===== config.mk =====
export PLATFORM = sky130hd
export DESIGN_NAME = cache_ri
export DESIGN_NICKNAME = d
export VERILOG_FILES = /design/src/rtl/cache_ri.sv
export SDC_FILE = /design/constraint.sdc
export NUM_CORES = 1
export LEC_CHECK = 0
export ABC_AREA = 1
export CORE_UTILIZATION = 40
export CTS_CLUSTER_DIAMETER = 200
export DETAILED_ROUTE_END_ITERATION = 16
export GPL_TIMING_DRIVEN = 0
export PLACE_DENSITY = 0.88
export SYNTH_ARGS = -nofsm -noshare
export SYNTH_HDL_FRONTEND = slang
export SYNTH_SLANG_ARGS = --single-unit

===== constraint.sdc =====
create_clock -name clk -period 1.8 [get_ports clk]
set_input_delay 0.18 -clock clk [delete_from_list [all_inputs] [get_ports clk]]
set_output_delay 0.18 -clock clk [all_outputs]
set_load 0.02 [all_outputs]

===== src/rtl/cache_ri.sv =====
// cache_ri: executes line refill, uncached IO read/write and invalidate-all commands for the cache.
// Latency: refill = 16 pipelined m1 reads, then a tag write, then ready; IO = one m1 transfer (+ read data), then ready.
// Backpressure: m1_waitRequest stalls request issue; m0_cmd_ready pulses for one cycle when the command completes.
module cache_ri #(
   parameter  int SIZE = 8192,
   localparam int DAW  = $clog2(SIZE / 16),
   localparam int TAW  = DAW - 4,
   localparam int TGW  = 30 - DAW
) (
   input  logic           clk,
   input  logic           rest,
   input  logic [3:0]     m0_cmd,
   input  logic           m0_cmd_valid,
   output logic           m0_cmd_ready,
   input  logic [31:0]    req_address,
   input  logic [3:0]     req_byteEnable,
   input  logic           req_read,
   input  logic           req_write,
   input  logic [31:0]    req_writeData,
   input  logic           isHaveFreeBlock,
   input  logic [1:0]     freeBlockNum,
   output logic [31:0]    io_readData,
   output logic           io_readDataValid,
   output logic [DAW-1:0] data_wAddr,
   output logic [1:0]     data_wCh,
   output logic [31:0]    data_wData,
   output logic           data_wEn,
   output logic [3:0]     data_wByteEn,
   output logic [3:0]     dre_wRe,
   output logic           dre_wEn,
   output logic [TAW-1:0] tag_wAddr,
   output logic [1:0]     tag_wCh,
   output logic [31:0]    tag_wData,
   output logic           tag_wEn,
   output logic [31:0]    m1_address,
   output logic [3:0]     m1_byteEnable,
   output logic           m1_read,
   output logic           m1_write,
   output logic [31:0]    m1_writeData,
   input  logic           m1_waitRequest,
   input  logic [31:0]    m1_readData,
   input  logic           m1_readDataValid
);

   localparam logic [3:0] CMD_IORW = 4'd1;
   localparam logic [3:0] CMD_RB   = 4'd2;
   localparam logic [3:0] CMD_CTRL = 4'd3;

   typedef enum logic [2:0] {
      S_IDLE, S_IO_REQ, S_IO_WAIT, S_RB_REQ, S_RB_DRAIN, S_RB_TAG, S_INV, S_DONE
   } state_t;

   state_t         state, state_nxt;
   logic [3:0]     cmd_q;
   logic [31:0]    addr_q;
   logic [3:0]     be_q;
   logic           rd_q, wr_q;
   logic [31:0]    wdata_q;
   logic [1:0]     way_q;
   logic           use_victim_q;
   logic [1:0]     victim_q;
   logic [3:0]     issue_cnt;
   logic [3:0]     ret_cnt;
   logic [TAW+1:0] inv_cnt;
   logic [31:0]    io_rdata_q;

   logic [TAW-1:0] set_q;
   logic [TGW-1:0] tag_q;
   logic           rb_accept, ret_fire, ret_last, inv_last;

   assign set_q     = addr_q[DAW+1:6];
   assign tag_q     = addr_q[31:DAW+2];
   assign rb_accept = (state == S_RB_REQ) && !m1_waitRequest;
   assign ret_fire  = ((state == S_RB_REQ) || (state == S_RB_DRAIN)) && m1_readDataValid;
   assign ret_last  = ret_fire && (ret_cnt == 4'hF);
   assign inv_last  = (state == S_INV) && (&inv_cnt);
   assign io_readData = io_rdata_q;

   // State register; reset abandons any operation in flight.
   always_ff @(posedge clk) begin
      if (rest) state <= S_IDLE;
      else      state <= state_nxt;
   end

   // Next-state decode.
   always_comb begin
      state_nxt = state;
      case (state)
         S_IDLE: begin
            if (m0_cmd_valid) begin
               case (m0_cmd)
                  CMD_IORW: state_nxt = S_IO_REQ;
                  CMD_RB:   state_nxt = S_RB_REQ;
                  CMD_CTRL: state_nxt = S_INV;
                  default:  state_nxt = S_DONE;
               endcase
            end
         end
         S_IO_REQ: begin
            if (!m1_waitRequest) state_nxt = (rd_q && !wr_q) ? S_IO_WAIT : S_DONE;
         end
         S_IO_WAIT: begin
            if (m1_readDataValid) state_nxt = S_DONE;
         end
         S_RB_REQ: begin
            // A zero-latency memory can return the 16th word in the same cycle as the 16th accept.
            if (ret_last)                              state_nxt = S_RB_TAG;
            else if (rb_accept && issue_cnt == 4'hF)   state_nxt = S_RB_DRAIN;
         end
         S_RB_DRAIN: begin
            if (ret_last) state_nxt = S_RB_TAG;
         end
         S_RB_TAG: state_nxt = S_DONE;
         S_INV: begin
            if (inv_last) state_nxt = S_DONE;
         end
         S_DONE:   state_nxt = S_IDLE;
         default:  state_nxt = S_IDLE;
      endcase
   end

   // Command capture, refill counters, victim selection and IO read data.
   always_ff @(posedge clk) begin
      if (rest) begin
         cmd_q        <= '0;
         addr_q       <= '0;
         be_q         <= '0;
         rd_q         <= 1'b0;
         wr_q         <= 1'b0;
         wdata_q      <= '0;
         way_q        <= '0;
         use_victim_q <= 1'b0;
         victim_q     <= '0;
         issue_cnt    <= '0;
         ret_cnt      <= '0;
         inv_cnt      <= '0;
         io_rdata_q   <= '0;
      end else begin
         if (state == S_IDLE && m0_cmd_valid) begin
            cmd_q        <= m0_cmd;
            addr_q       <= req_address;
            be_q         <= req_byteEnable;
            rd_q         <= req_read;
            wr_q         <= req_write;
            wdata_q      <= req_writeData;
            way_q        <= isHaveFreeBlock ? freeBlockNum : victim_q;
            use_victim_q <= !isHaveFreeBlock;
            issue_cnt    <= '0;
            ret_cnt      <= '0;
            inv_cnt      <= '0;
         end
         if (rb_accept) issue_cnt <= issue_cnt + 4'd1;
         if (ret_fire)  ret_cnt   <= ret_cnt + 4'd1;
         if (state == S_INV) begin
            inv_cnt  <= inv_cnt + (TAW+2)'(1);
            victim_q <= '0;
         end
         // Round-robin replacement advances only when it actually chose the way.
         if (state == S_RB_TAG && use_victim_q) victim_q <= victim_q + 2'd1;
         if (state == S_IO_WAIT && m1_readDataValid) io_rdata_q <= m1_readData;
      end
   end

   // Output decode: memory master, RAM write ports and completion strobes.
   always_comb begin
      m0_cmd_ready     = (state == S_DONE);
      io_readDataValid = (state == S_DONE) && (cmd_q == CMD_IORW) && rd_q && !wr_q;
      data_wAddr       = '0;
      data_wCh         = '0;
      data_wData       = '0;
      data_wEn         = 1'b0;
      data_wByteEn     = 4'h0;
      dre_wRe          = 4'h0;
      dre_wEn          = 1'b0;
      tag_wAddr        = '0;
      tag_wCh          = '0;
      tag_wData        = '0;
      tag_wEn          = 1'b0;
      m1_address       = '0;
      m1_byteEnable    = 4'h0;
      m1_read          = 1'b0;
      m1_write         = 1'b0;
      m1_writeData     = '0;
      case (state)
         S_IO_REQ: begin
            m1_address    = addr_q;
            m1_byteEnable = be_q;
            m1_write      = wr_q;
            m1_read       = rd_q && !wr_q;
            m1_writeData  = wr_q ? wdata_q : 32'h0;
         end
         S_RB_REQ: begin
            m1_read       = 1'b1;
            m1_byteEnable = 4'hF;
            m1_address    = {addr_q[31:6], issue_cnt, 2'b00};
         end
         S_RB_TAG: begin
            // Tag goes in last so the line cannot hit before every word has landed.
            tag_wEn   = 1'b1;
            tag_wAddr = set_q;
            tag_wCh   = way_q;
            tag_wData = {1'b1, {(31-TGW){1'b0}}, tag_q};
         end
         S_INV: begin
            tag_wEn   = 1'b1;
            tag_wAddr = inv_cnt[TAW+1:2];
            tag_wCh   = inv_cnt[1:0];
         end
         default: ;
      endcase
      if (ret_fire) begin
         data_wEn     = 1'b1;
         dre_wEn      = 1'b1;
         data_wAddr   = {set_q, ret_cnt};
         data_wCh     = way_q;
         data_wData   = m1_readData;
         data_wByteEn = 4'hF;
         dre_wRe      = 4'hF;
      end
   end

endmodule


### Word-level counts from Yosys, hierarchy flattened

Index checks and enable logic that the tools add are counted.

| word-level totals | value |
|---|---|
| memory bits (writable) | 0 |
| bits in read-only memories | 0 |
| register bits | 129 |
| input port bits | 114 |
| memories | 0 |
| output and inout port bits | 197 |
| bits in latches | 0 |

| cells by class | value |
|---|---|
| equal/unequal tests | 19 |
| bitwise gates (word level) | 0 |
| multiplexer cells | 33 |
| multiply operators | 0 |
| divide/modulo/power cells | 0 |
| order comparisons | 0 |
| shifts and indexed selects | 0 |
| reductions and logical operators | 24 |
| $add $sub $neg | 4 |

Operator list:

| cell | number |
|---|---|
| 32-bit two-way mux | 4 |
| 32-bit case mux with 2 select lines | 1 |
| 3-bit two-way mux | 8 |
| 3-bit case mux with 8 select lines | 1 |
| 4-bit two-way mux | 4 |
| 7-bit two-way mux | 2 |
| 3-bit equality test (second input constant) | 4 |
| 1-bit logical AND | 12 |
| 2-bit inequality test (second input constant) | 5 |
| 5-bit case mux with 2 select lines | 1 |
| 9-bit two-way mux | 1 |
| 3-bit case mux with 3 select lines | 1 |
| 4-bit by 1-bit adder with 4-bit output (second input constant) | 2 |
| 4-bit by 1-bit equality test with 1-bit output (second input constant) | 2 |
| 4-bit by 2-bit equality test with 1-bit output (second input constant) | 2 |
| 4-bit equality test (second input constant) | 2 |
| 2-bit two-way mux | 4 |
| 4-bit case mux with 2 select lines | 1 |
| 2-bit nonzero test | 4 |
| 7-bit by 1-bit adder with 7-bit output (second input constant) | 1 |
| 7-bit AND reduction | 1 |
| 3-bit by 2-bit equality test with 1-bit output (second input constant) | 2 |
| 6-bit AND reduction | 1 |
| 2-bit case mux with 2 select lines | 1 |
| 9 further kinds | 13 |

### Depth between registers and ports, before layout

| logic depth | value |
|---|---|
| depth after elaboration | 6 |
| mapped depth | 11 |
| gate-level depth less buffers | 11 |

### Worst setup path before layout

OpenSTA, ideal clock, no wires.

| timing path | value |
|---|---|
| kind | register -> output |
| start point | register state[1] |
| end point | output m1_writeData[10] |
| stages on the path, launching flop included | 9 |
| path slack | -64 ps |
| arrival time | 1684 ps |
| path buffers | 1 |
| required time | 1620 ps |
| cell sequence | dfxtp_1 inv_2 nand2_1 nor2_1 inv_2 nor2_1 inv_2 buf_6 nor2_1 |

| between the ends | value |
|---|---|
| word-level cells in the longest chain between the ends | 2 |

Ends and longest elaborated chain:

| what | line | text |
|---|---|---|
| from (decl) | 53 | `state_t state, state_nxt;` |
| from (signal assigned) | 82 | `else state <= state_nxt;` |
| 3-bit by 1-bit equality test with 1-bit output | 184 | `case (state)` |
| 32-bit two-way mux | 184 |  |
| to (decl) | 39 | `output logic [31:0] m1_writeData,` |

Every way passes these cells.

### Final worst setup path

| timing path | value |
|---|---|
| start point | register state[0] |
| end point | output data_wData[20] |

| between the ends | value |
|---|---|
| word-level cells in the longest chain between the ends | 4 |
| elaborated cells on any way between the ends | 5 |
| classes of those cells | 2 x eq/ne; 1 x mux; 2 x reduce/logical |

Ends and longest elaborated chain:

| what | line | text |
|---|---|---|
| 3-bit by 2-bit equality test with 1-bit output or 3-bit equality test (tied branches) | 74 | `assign ret_fire = ((state == S_RB_REQ) \|\| (state == S_RB_DRAIN)) && m1_readDataValid;` |
| 1-bit logical OR * | 74 |  |
| 1-bit logical AND * | 74 |  |
| 32-bit two-way mux * | 211 | `if (ret_fire) begin` |
| to (decl) | 26 | `output logic [31:0] data_wData,` |

Mark *: on every way between the ends. The rest lies on a longest branch, timed or not.

==> implementation parameters <==
Parameter                              Value

Routing
  Overall routed net length ... 24230 µm
  Total via count after detailed routing ... 7299
  DRC errors left ... 0
  Routed wirelength normalized by instance count ... 17.17 µm
  Iter 0 DRT Violations ... 603
  Antenna violation net count after detailed routing ... 0
  Mean number of vias per cell ... 5.173
  Drt pass-1 iters ... 5

Floorplanning
  Core ar. ... 0.01453 mm²
  Die ar. ... 0.01541 mm²
  Number of standard-cell rows in the floorplan ... 44
  Width of the die ... 124.2 µm
  Starting Density ... 41.06%
  Die height ... 124.2 µm
  Io pins ... 311

Clocking
  Number of buffers inserted during clock tree synthesis ... 17
  TritonCTS clock tree ... yes
  Number of buffers on the longest clock path ... 2
  Clock root buffer ... clkbuf_16
  Count of H-tree levels built during CTS ... 4
  Number of sinks handled by clock tree synthesis ... 129
  Clock transition time at the flip-flop clock pins of the worst setup and hold paths ... 0.06 ns
  Insertion delay of the later-clocked pin in the worst-skew pair ... 0.42 ns

Setup path
  Arrival time worst endpoint ... 1.82 ns
  Required time at the worst-slack endpoint ... 1.62 ns
  Maximum fanout along the worst path ... 6
  Worst setup path startpoint ... state[0]$_SDFFE_PP0P_
  Kind of end point of the critical path ... output pin
  Worst setup path class ... reg -> out
  Depth of the worst register-to-register path ... 9
  Startpoint of the lowest-slack register-to-register path ... state[0]$_SDFFE_PP0P_
  Reg2Reg Setup Slack ... 0.03 ns
  Crit path launch type ... flip-flop

Finish
  Final instance area ... 0.01079 mm²
  Final core area utilization ... 74.26%
  Final net count ... 1331
  Antenna fix cells ... 0
  Proportion of layout cells with a drive suffix above 1 ... 31.46%
  P&R area growth vs syn ... 80.84%

Run status
  Outcome ... finished, violations left
  Failing checks ... negative setup slack

STA
  Final number of hold-violating endpoints ... 0
  Pins over their slew limit ... 0
  Worst clock skew ... 0.007198 ns
  Ratio of final minimum period to clock period ... 111.0%
  Max-slew headroom ... 60.81%
  Unrepaired setup endpoints after global routing ... true
  Final Hold Slack ... 0.2235 ns
  Shortest period the worst path allows ... 1.997 ns
  Tightest Pin Transition ... 0.5879 ns
  Achievable clock frequency ... 500.7 MHz
  Worst Setup Slack, final ... -0.1972 ns
  Setup Viol. Count Final ... 124

Placement
  GP Congestion ... 0.8832
  Number of port buffers ... 299
  Dpl cell area ... 0.009228 mm²
  Pre-CTS WS ... -0.4970 ns
  Post-DP HPWL ... 15710 µm

Hold path
  Hold Path Depth ... 2
  Hold path startpoint ... rest
  Worst Hold Class ... in -> reg

Global routing
  Global-route wire length before repair ... 32740 µm
  Number of global-route vias before repair ... 6564
  Combined global-route utilization of all metal layers ... 28.08%
  Global route overflow ... 0
  Pin count of the biggest net entering global routing ... 17
  Antenna violations before repair ... 0

Logic synthesis
  Cell with the most instances after synthesis ... nor2_1
  Share of the synthesized netlist area taken by xor and xnor gates ... 0.2935%
  Distinct cell type count of the synthesized netlist ... 29
  Yosys synthesis warning count ... 0
  Basic-gate share of the synthesized area counting and, or, nand and nor cells ... 17.02%
  Netlist area before placement ... 0.005968 mm²
  Prevailing post-synth register cell ... dfxtp_1
  EDFF count, synth ... 0
  Synth cell count leaders ... nor2_1, inv_1, dfxtp_1
  Share of synthesized cell area in full adder, half adder and majority cells ... 0.6289%
  Share of the synthesized area in compound gates (AO/OA/AOI/OAI) ... 22.08%
  Mapped Cells ... 856
  Fraction of synthesized cell area taken by the top area cell type ... 43.27%
  Flip-flop and latch count after synthesis ... 129
  Dominant combinational cell family by area after synthesis ... compound AO/OA/AOI/OAI gates
  Cell type with the largest total area after synthesis ... dfxtp_1
  Sequential fraction of the synthesis area ... 43.27%
  Mux contribution to synthesized area ... 0%
  Average cell area after synthesis ... 6.972 µm²
  Leading cell types by total area after synthesis ... dfxtp_1, a21oi_1, o21ai_0, nor2_1, inv_1
  Proportion of register bits with asynchronous set or reset after synthesis ... 0%

Power and ir drop
  Worst IR drop on VDD ... 884.7 µV
  Static Leak ... 4.593 nW
  Total power ... 13.62 mW
  Power per standard cell area ... 1262 mW/mm²

Job
  Max-capacitance violation count ... 0
cell families (layout without fill, tap and decap cells):
| group | Yosys count | in the layout |
|---|---|---|
| DFF | 129 | 129 |
| other | 1 | 10 |
| and+or+nand+nor | 247 | 247 |
| xor gates and xnor gates | 2 | 2 |
| AOI/OAI and AO/OA | 261 | 261 |
| buffers and inverters | 213 | 575 |
| adders and majority gates | 3 | 3 |
metrics by stage:
stage / std cells / TNS [ns]
2_1_floorplan: 865 / 0
3_3_place_gp: 1348 / -46.32
3_5_place_dp: 1348 / -48.93
4_1_cts: 1393 / -14.02
5_1_grt: 1411 / -21.98
6_report: 1411 / -12.93
registers in the layout, summed over array words and instances, names as in the netlist:
| name | count |
|---|---|
| addr_q | 32 |
| io_readData | 32 |
| wdata_q | 32 |
| inv_cnt | 7 |
| be_q | 4 |
| cmd_q | 4 |
| issue_cnt | 4 |
| ret_cnt | 4 |
| state | 3 |
| victim_q | 2 |
| way_q | 2 |
| rd_q | 1 |
| use_victim_q | 1 |
| wr_q | 1 |
final cells by class:
class	count	area, µm²
plain buffers	69	629.4
well taps	184	230.2
repair buffers	331	3197
clock inverters	12	131.4
multi-input cells	523	2993
flip-flops and latches	129	2591
fillers	1026	3741
inverters	143	564.3
clock buffers	20	456.7
power breakdown:
group          leakage (nW)  switching (mW)  total (mW)  internal, mW
clock network         0.279            1.35        3.46          2.11
logic                  3.26            3.71        6.32          2.61
registers              1.06           0.296        3.84          3.54
worst max-delay path, stage by stage, from the launching register on:
cell and delay [ns]:
dfxtp_2 0.33, buf_6 0.13, nor2_4 0.11, nand2_2 0.08, nand2_4 0.09, nand2_8 0.08
buf_12 0.17, buf_12 0.14, nor2_4 0.14, buf_6 0.13
repair_timing:
action,4_1_cts,5_1_grt
pin swaps,5,9
setup endpoints to repair,155,224
resized for setup,862,220
setup buffers,12,14
gates cloned,1,5
hold buffers,0,0
metal layers:
layer / part of all wire (%) / routed length (µm) / global-route usage, %
met1: 38 / 9259 / 33.11
met2: 50 / 12060 / 47.58
met3: 9.0 / 2171 / 7.875
met4: 3.0 / 737 / 11.68
met5: 0 / 0 / 0
cells in the final DEF, fill, tap and decap left out, types with 4 or more instances in the layout:
master / instances
inv_1: 131
o21ai_2: 5
nor2_4: 60
conb_1: 10
buf_4: 93
clkbuf_2: 8
buf_6: 98
nor2_1: 76
buf_2: 23
a21oi_1: 126
inv_2: 5
clkbuf_8: 5
nand2_1: 56
clkbuf_16: 22
nand2_4: 4
clkdlybuf4s50_1: 144
nand3_1: 18
dfxtp_1: 126
o21ai_0: 110
o21ai_1: 13
inv_4: 5
nand4_1: 5
clkbuf_1: 15
clkinvlp_4: 4
nor2_2: 20
buf_12: 8
nand2_2: 5
worst paths after layout:
check                             endpoint
setup reg to reg   addr_q[20]$_SDFFE_PP0P_
hold reg to reg   victim_q[1]$_SDFFE_PP0P_
setup / recovery            data_wData[20]
hold / removal     inv_cnt[1]$_SDFFE_PP0P_
Note: power is estimated with default switching activity, not from simulation.
